===== src/rtl/spi_reg_bank.sv =====
// Command interpreter and 8-entry register file behind the SPI slave.
// Decodes framed command bytes into register writes and transmit-load reads.
module spi_reg_bank #(
    parameter logic [7:0] ID_VALUE = 8'hA5
) (
    input  logic       sys_clk,
    input  logic       rst,
    input  logic       frame_active,
    input  logic       rx_valid,
    input  logic [7:0] rx_data,
    input  logic [7:0] status_in,
    input  logic       clr_err,
    output logic [7:0] tx_data,
    output logic       tx_load,
    output logic [7:0] ctrl_out,
    output logic       wr_strobe,
    output logic [2:0] wr_addr,
    output logic [7:0] wr_data,
    output logic       err
);

    typedef enum logic [2:0] {
        IDLE    = 3'd0,
        CMD     = 3'd1,
        WRITE   = 3'd2,
        READ    = 3'd3,
        DISCARD = 3'd4
    } state_t;

    state_t     state;
    logic [2:0] ptr;
    logic       ainc;
    logic [7:0] regs [0:5];

    logic [2:0] rd_addr;
    logic [7:0] rd_val;
    logic       bad_cmd;
    logic       ro_write;
    logic       err_set;

    assign ctrl_out = regs[0];

    // A read command reads its own start address; a dummy byte in READ reads
    // the post-increment address, so the lookup uses the advanced pointer.
    always_comb begin
        rd_addr = ptr;
        if (state == CMD) begin
            rd_addr = rx_data[2:0];
        end else if (ainc) begin
            rd_addr = ptr + 3'd1;
        end
    end

    always_comb begin
        rd_val = 8'h00;
        case (rd_addr)
            3'd0:    rd_val = regs[0];
            3'd1:    rd_val = regs[1];
            3'd2:    rd_val = regs[2];
            3'd3:    rd_val = regs[3];
            3'd4:    rd_val = regs[4];
            3'd5:    rd_val = regs[5];
            3'd6:    rd_val = status_in;
            default: rd_val = ID_VALUE;
        endcase
    end

    always_comb begin
        bad_cmd  = frame_active && rx_valid && (state == CMD) && (rx_data[5:3] != 3'b000);
        ro_write = frame_active && rx_valid && (state == WRITE) && (ptr >= 3'd6);
        err_set  = bad_cmd || ro_write;
    end

    always_ff @(posedge sys_clk or posedge rst) begin
        if (rst) begin
            state     <= IDLE;
            ptr       <= 3'd0;
            ainc      <= 1'b0;
            tx_data   <= 8'h00;
            tx_load   <= 1'b0;
            wr_strobe <= 1'b0;
            wr_addr   <= 3'd0;
            wr_data   <= 8'h00;
            err       <= 1'b0;
            for (int i = 0; i < 6; i++) begin
                regs[i] <= 8'h00;
            end
        end else begin
            tx_load   <= 1'b0;
            wr_strobe <= 1'b0;

            if (err_set) begin
                err <= 1'b1;
            end else if (clr_err) begin
                err <= 1'b0;
            end

            if (!frame_active) begin
                state <= IDLE;
            end else begin
                case (state)
                    IDLE: state <= CMD;
                    CMD: begin
                        if (rx_valid) begin
                            if (bad_cmd) begin
                                state <= DISCARD;
                            end else begin
                                ptr  <= rx_data[2:0];
                                ainc <= rx_data[6];
                                if (rx_data[7]) begin
                                    state <= WRITE;
                                end else begin
                                    tx_data <= rd_val;
                                    tx_load <= 1'b1;
                                    state   <= READ;
                                end
                            end
                        end
                    end
                    WRITE: begin
                        if (rx_valid) begin
                            if (!ro_write) begin
                                for (int i = 0; i < 6; i++) begin
                                    if (ptr == 3'(i)) begin
                                        regs[i] <= rx_data;
                                    end
                                end
                                wr_strobe <= 1'b1;
                                wr_addr   <= ptr;
                                wr_data   <= rx_data;
                            end
                            if (ainc) begin
                                ptr <= ptr + 3'd1;
                            end
                        end
                    end
                    READ: begin
                        if (rx_valid) begin
                            if (ainc) begin
                                ptr <= ptr + 3'd1;
                            end
                            tx_data <= rd_val;
                            tx_load <= 1'b1;
                        end
                    end
                    DISCARD: state <= DISCARD;
                    default: state <= IDLE;
                endcase
            end
        end
    end

endmodule


===== config.mk =====
export PLATFORM = sky130hd
export DESIGN_NAME = spi_reg_bank
export DESIGN_NICKNAME = d
export VERILOG_FILES = /design/src/rtl/spi_reg_bank.sv
export SDC_FILE = /design/constraint.sdc
export NUM_CORES = 1
export LEC_CHECK = 0
export CORE_MARGIN = 2
export CORE_UTILIZATION = 49
export CTS_CLUSTER_SIZE = 30
export DETAILED_ROUTE_END_ITERATION = 12
export PLACE_DENSITY = 0.72
export SYNTH_ARGS = -nofsm -noshare
export SYNTH_HDL_FRONTEND = slang
export SYNTH_SLANG_ARGS = --single-unit
export TNS_END_PERCENT = 20

===== constraint.sdc =====
create_clock -name sys_clk -period 2.5 [get_ports sys_clk]
set_input_delay 0.5 -clock sys_clk [delete_from_list [all_inputs] [get_ports sys_clk]]
set_output_delay 0.5 -clock sys_clk [all_outputs]
set_load 0.05 [all_outputs]

==> qor.txt <==
RUN STATUS
--------------------------------------------------------------------------------------------------
Result of the run ................................................................... finished clean

CRITICAL PATH
--------------------------------------------------------------------------------------------------
Endpoint class of the critical path .................................................         flop
Worst Path Max Fanout ...............................................................            7
Category of the critical setup timing path ..........................................   reg -> reg
Setup slack of the most critical reg-to-reg path ....................................      0.07 ns
Required time of the critical path ..................................................      2.73 ns
Worst setup SP type .................................................................         flop
Arrival time of data at the critical path endpoint ..................................      2.66 ns

STA
--------------------------------------------------------------------------------------------------
Post-route setup slack ..............................................................    0.0734 ns
Slew headroom .......................................................................        0.662
Actual slew at the worst max-slew pin ...............................................     0.506 ns
# setup viols final .................................................................            0
Final worst path period need ........................................................      2.43 ns
Timing-limited maximum frequency ....................................................      412 MHz
Number of pins exceeding their max-slew limit in the final report ...................            0
Largest clock skew in the final design ..............................................    0.0100 ns
Period utilisation layout ...........................................................        0.971
Setup repair after global routing missed its margin .................................          yes
Final hold vios .....................................................................            0

PLACED DESIGN
--------------------------------------------------------------------------------------------------
Routability cong. ...................................................................        0.959
Number of port buffers ..............................................................           50
Half-perimeter wire length after placement ..........................................      6150 µm
Dpl ws ..............................................................................    0.0200 ns

CELLS AND AREA
--------------------------------------------------------------------------------------------------
Area growth, synth to finish ........................................................        27.4%
Share of layout cells above drive strength 1 ........................................        0.355
Antenna diodes ......................................................................            0
Post-layout nets ....................................................................          404
Number of fill cells in the layout ..................................................          563

FLOORPLAN
--------------------------------------------------------------------------------------------------
Core ar. ............................................................................     7330 µm²
I/O Pins ............................................................................           51
Starting density of the core ........................................................        0.511
Vertical die dimension ..............................................................      91.4 µm
Std cell rows .......................................................................           31
Die area ............................................................................     8360 µm²
Die X ...............................................................................      91.4 µm

DRT
--------------------------------------------------------------------------------------------------
Number of search-and-repair iterations in the first detailed-routing pass ...........            4
DRC errors left .....................................................................            0
WL/cell .............................................................................      18.1 µm
DRT antenna net count ...............................................................            0
Count of routing violations after the opening detailed-route iteration ..............          141
Via density per instance ............................................................         5.50
Total Wirelength ....................................................................      8730 µm
Vias post-DR ........................................................................         2649

MIN PATH
--------------------------------------------------------------------------------------------------
Worst hold path type ................................................................   reg -> reg

POWER
--------------------------------------------------------------------------------------------------
Reported leakage power ..............................................................   0.00226 µW
Share of total power in the clock network ...........................................        0.269
Power share of the combinational group ..............................................        0.320
Worst VDD drop ......................................................................       447 µV
Switching Fraction ..................................................................        0.335
Design Power ........................................................................      3410 µW
Switching power of the nets .........................................................      1140 µW
PD cells ............................................................................   715 nW/µm²
Share of total power in sequential cells ............................................        0.411
Internal power summed over all cells ................................................      2270 µW

YOSYS
--------------------------------------------------------------------------------------------------
Netlist cell types ..................................................................           46
Post-synth top cells ................................................................ 77 x dfrtp_1, 70 x mux2_2, 22 x nand2_1
Number of enable flip-flop cells after synthesis ....................................            0
Yosys synthesis warning count .......................................................            0
Fraction of post-synthesis cell area in the top cell type by area ...................        0.514
Post-Syn Nets .......................................................................          325
Post-synth top area cell ............................................................      dfrtp_1
Syn Inst Count ......................................................................          299
Number of synthesized register bits .................................................           77
Leading post-synthesis cells by cell area ........................................... dfrtp_1 51%, mux2_2 21%, buf_4 2.2%
Synthesized area per cell ...........................................................     12.5 µm²
Dominant synthesized flop cell ......................................................      dfrtp_1
Synth Cell Area .....................................................................     3750 µm²
Sequential-to-total area share from yosys stat ......................................        0.514
Library cell with the highest instance count after synthesis ........................      dfrtp_1
Synth async-reset ratio .............................................................         1.00

CLOCKING
--------------------------------------------------------------------------------------------------
Clock buffer depth ..................................................................            2
Worst-skew pair later-pin latency ...................................................      0.34 ns
Clock transition time at the flip-flop clock pins of the worst setup and hold paths .      0.08 ns
H-tree levels .......................................................................            3
TritonCTS clock tree ................................................................        built
Clk sinks ...........................................................................           77
Post-CTS Hold Fix Bufs ..............................................................            0
Root Buffer Master ..................................................................     clkbuf_8
Num CTS Buffers .....................................................................            9

GLOBAL ROUTE
--------------------------------------------------------------------------------------------------
Overflow after GRT ..................................................................            0
Wire length of the first global-routing pass ........................................     14600 µm
GR Util All Layers ..................................................................        0.227
Vias in the first global route ......................................................         2729
Antenna violations before repair ....................................................            0
Pin count of the biggest net entering global routing ................................           78

JOB
--------------------------------------------------------------------------------------------------
Max_cap viols .......................................................................            0

-- routing by layer --
metal / track usage / routed length (µm) / up-vias / share of wire
met2: 0.341 / 4080 / 62 / 0.47
li1: - / - / 1238 / -
met3: 0.0647 / 442 / 11 / 0.051
met4: 0.0745 / 129 / 0 / 0.015
met1: 0.317 / 4080 / 1338 / 0.47
met5: 0 / 0 / - / 0
-- registers in the layout, indices dropped and copies added, names as in the netlist, 2 cells and up, named ones only --
| name | count |
|---|---|
| ctrl_out | 8 |
| ptr | 2 |
| regs | 40 |
| state | 3 |
| tx_data | 8 |
| wr_addr | 3 |
| wr_data | 8 |
-- metrics by stage --
stage / hold WS (ns) / setup TNS [ns] / cells / util / area, µm²
detailed placement: 0.466 / 0 / 464 / 0.622 / 4560
floorplan: 0.474 / 0 / 299 / - / 3750
finish: 0.478 / 0 / 482 / 0.651 / 4770
CTS: 0.484 / 0 / 480 / 0.648 / 4750
global route: 0.516 / -0.0337 / 482 / 0.651 / 4770
global placement: 0.460 / 0 / 464 / 0.622 / 4560
-- power groups by stage --
stage / logic, µW / registers [µW] / clock network (µW)
after floorplan: 567 / 1580 / 0
after global placement: 1050 / 1420 / 0
after detailed placement: 1060 / 1430 / 0
after CTS: 1070 / 1400 / 934
after global routing: 1190 / 1420 / 994
final: 1090 / 1400 / 918
-- final cells by class --
type                            count  area [µm²]  share of cell area
Multi-Input combinational cell    189        1650               0.345
Clock buffer                       10         128              0.0267
Clock inverter                      6        61.3              0.0128
Timing Repair Buffer               91         846               0.177
Tap cell                           99         124              0.0260
Sequential cell                    77        1930               0.404
Inverter                           10        37.5             0.00787
-- path summary, 6_finish.rpt --
path                            cells after the start                 endpoint                    from
worst max-delay path                                8   tx_data[2]$_DFFE_PP0P_      ptr[0]$_DFFE_PP0P_
worst min-delay path                                2   tx_data[4]$_DFFE_PP0P_  tx_data[4]$_DFFE_PP0P_
worst max register to register                      8   tx_data[2]$_DFFE_PP0P_      ptr[0]$_DFFE_PP0P_
worst min register to register                      2   tx_data[4]$_DFFE_PP0P_  tx_data[4]$_DFFE_PP0P_
max in group asynchronous                           3       ptr[0]$_DFFE_PP0P_                     rst
min in group asynchronous                           3  ctrl_out[6]$_DFFE_PP0P_                     rst
-- cell usage in the layout, fill, tap and decap left out, types with 4 or more instances in the layout --
cell / netlist / routed
nor2_1: 6 / 6
o22ai_1: 5 / 5
a221oi_1: 4 / 4
nand2_1: 22 / 22
dfrtp_1: 77 / 76
nand3_1: 5 / 5
clkbuf_8: 0 / 9
a21oi_1: 10 / 10
o21ai_0: 8 / 8
mux2i_1: 7 / 7
ha_1: 5 / 5
inv_1: 10 / 9
clkdlybuf4s50_1: 0 / 50
buf_4: 11 / 38
mux2_2: 70 / 70
-- worst max-delay path, stage by stage (launching register included) --
cell and delay, ns:
dfrtp_2 0.45, ha_1 0.21, ha_1 0.29, nand2_1 0.09, a31oi_4 0.31, buf_4 0.17
mux4_2 0.50, a21oi_1 0.19, o21ai_1 0.08
-- cells by family (layout without fill, tap and decap cells) --
kind of cell             Yosys count  after routing  synth area share
buffers and inverters             33            117            0.0491
flip-flops                        77             77             0.514
XOR/XNOR                           1              1           0.00234
multiplexers                      80             80             0.247
AO/OA/AOI/OAI                     52             52             0.102
adder cells (fa/ha/maj)            5              5            0.0167
AND/OR/NAND/NOR                   51             51            0.0681
-- timing repair --
item	4_1_cts	5_1_grt
buffers inserted	0	2
hold endpoints to repair	0	0
gates resized for setup	0	3
endpoints found under the setup margin	0	5
Note: power is estimated with default switching activity, not from simulation.
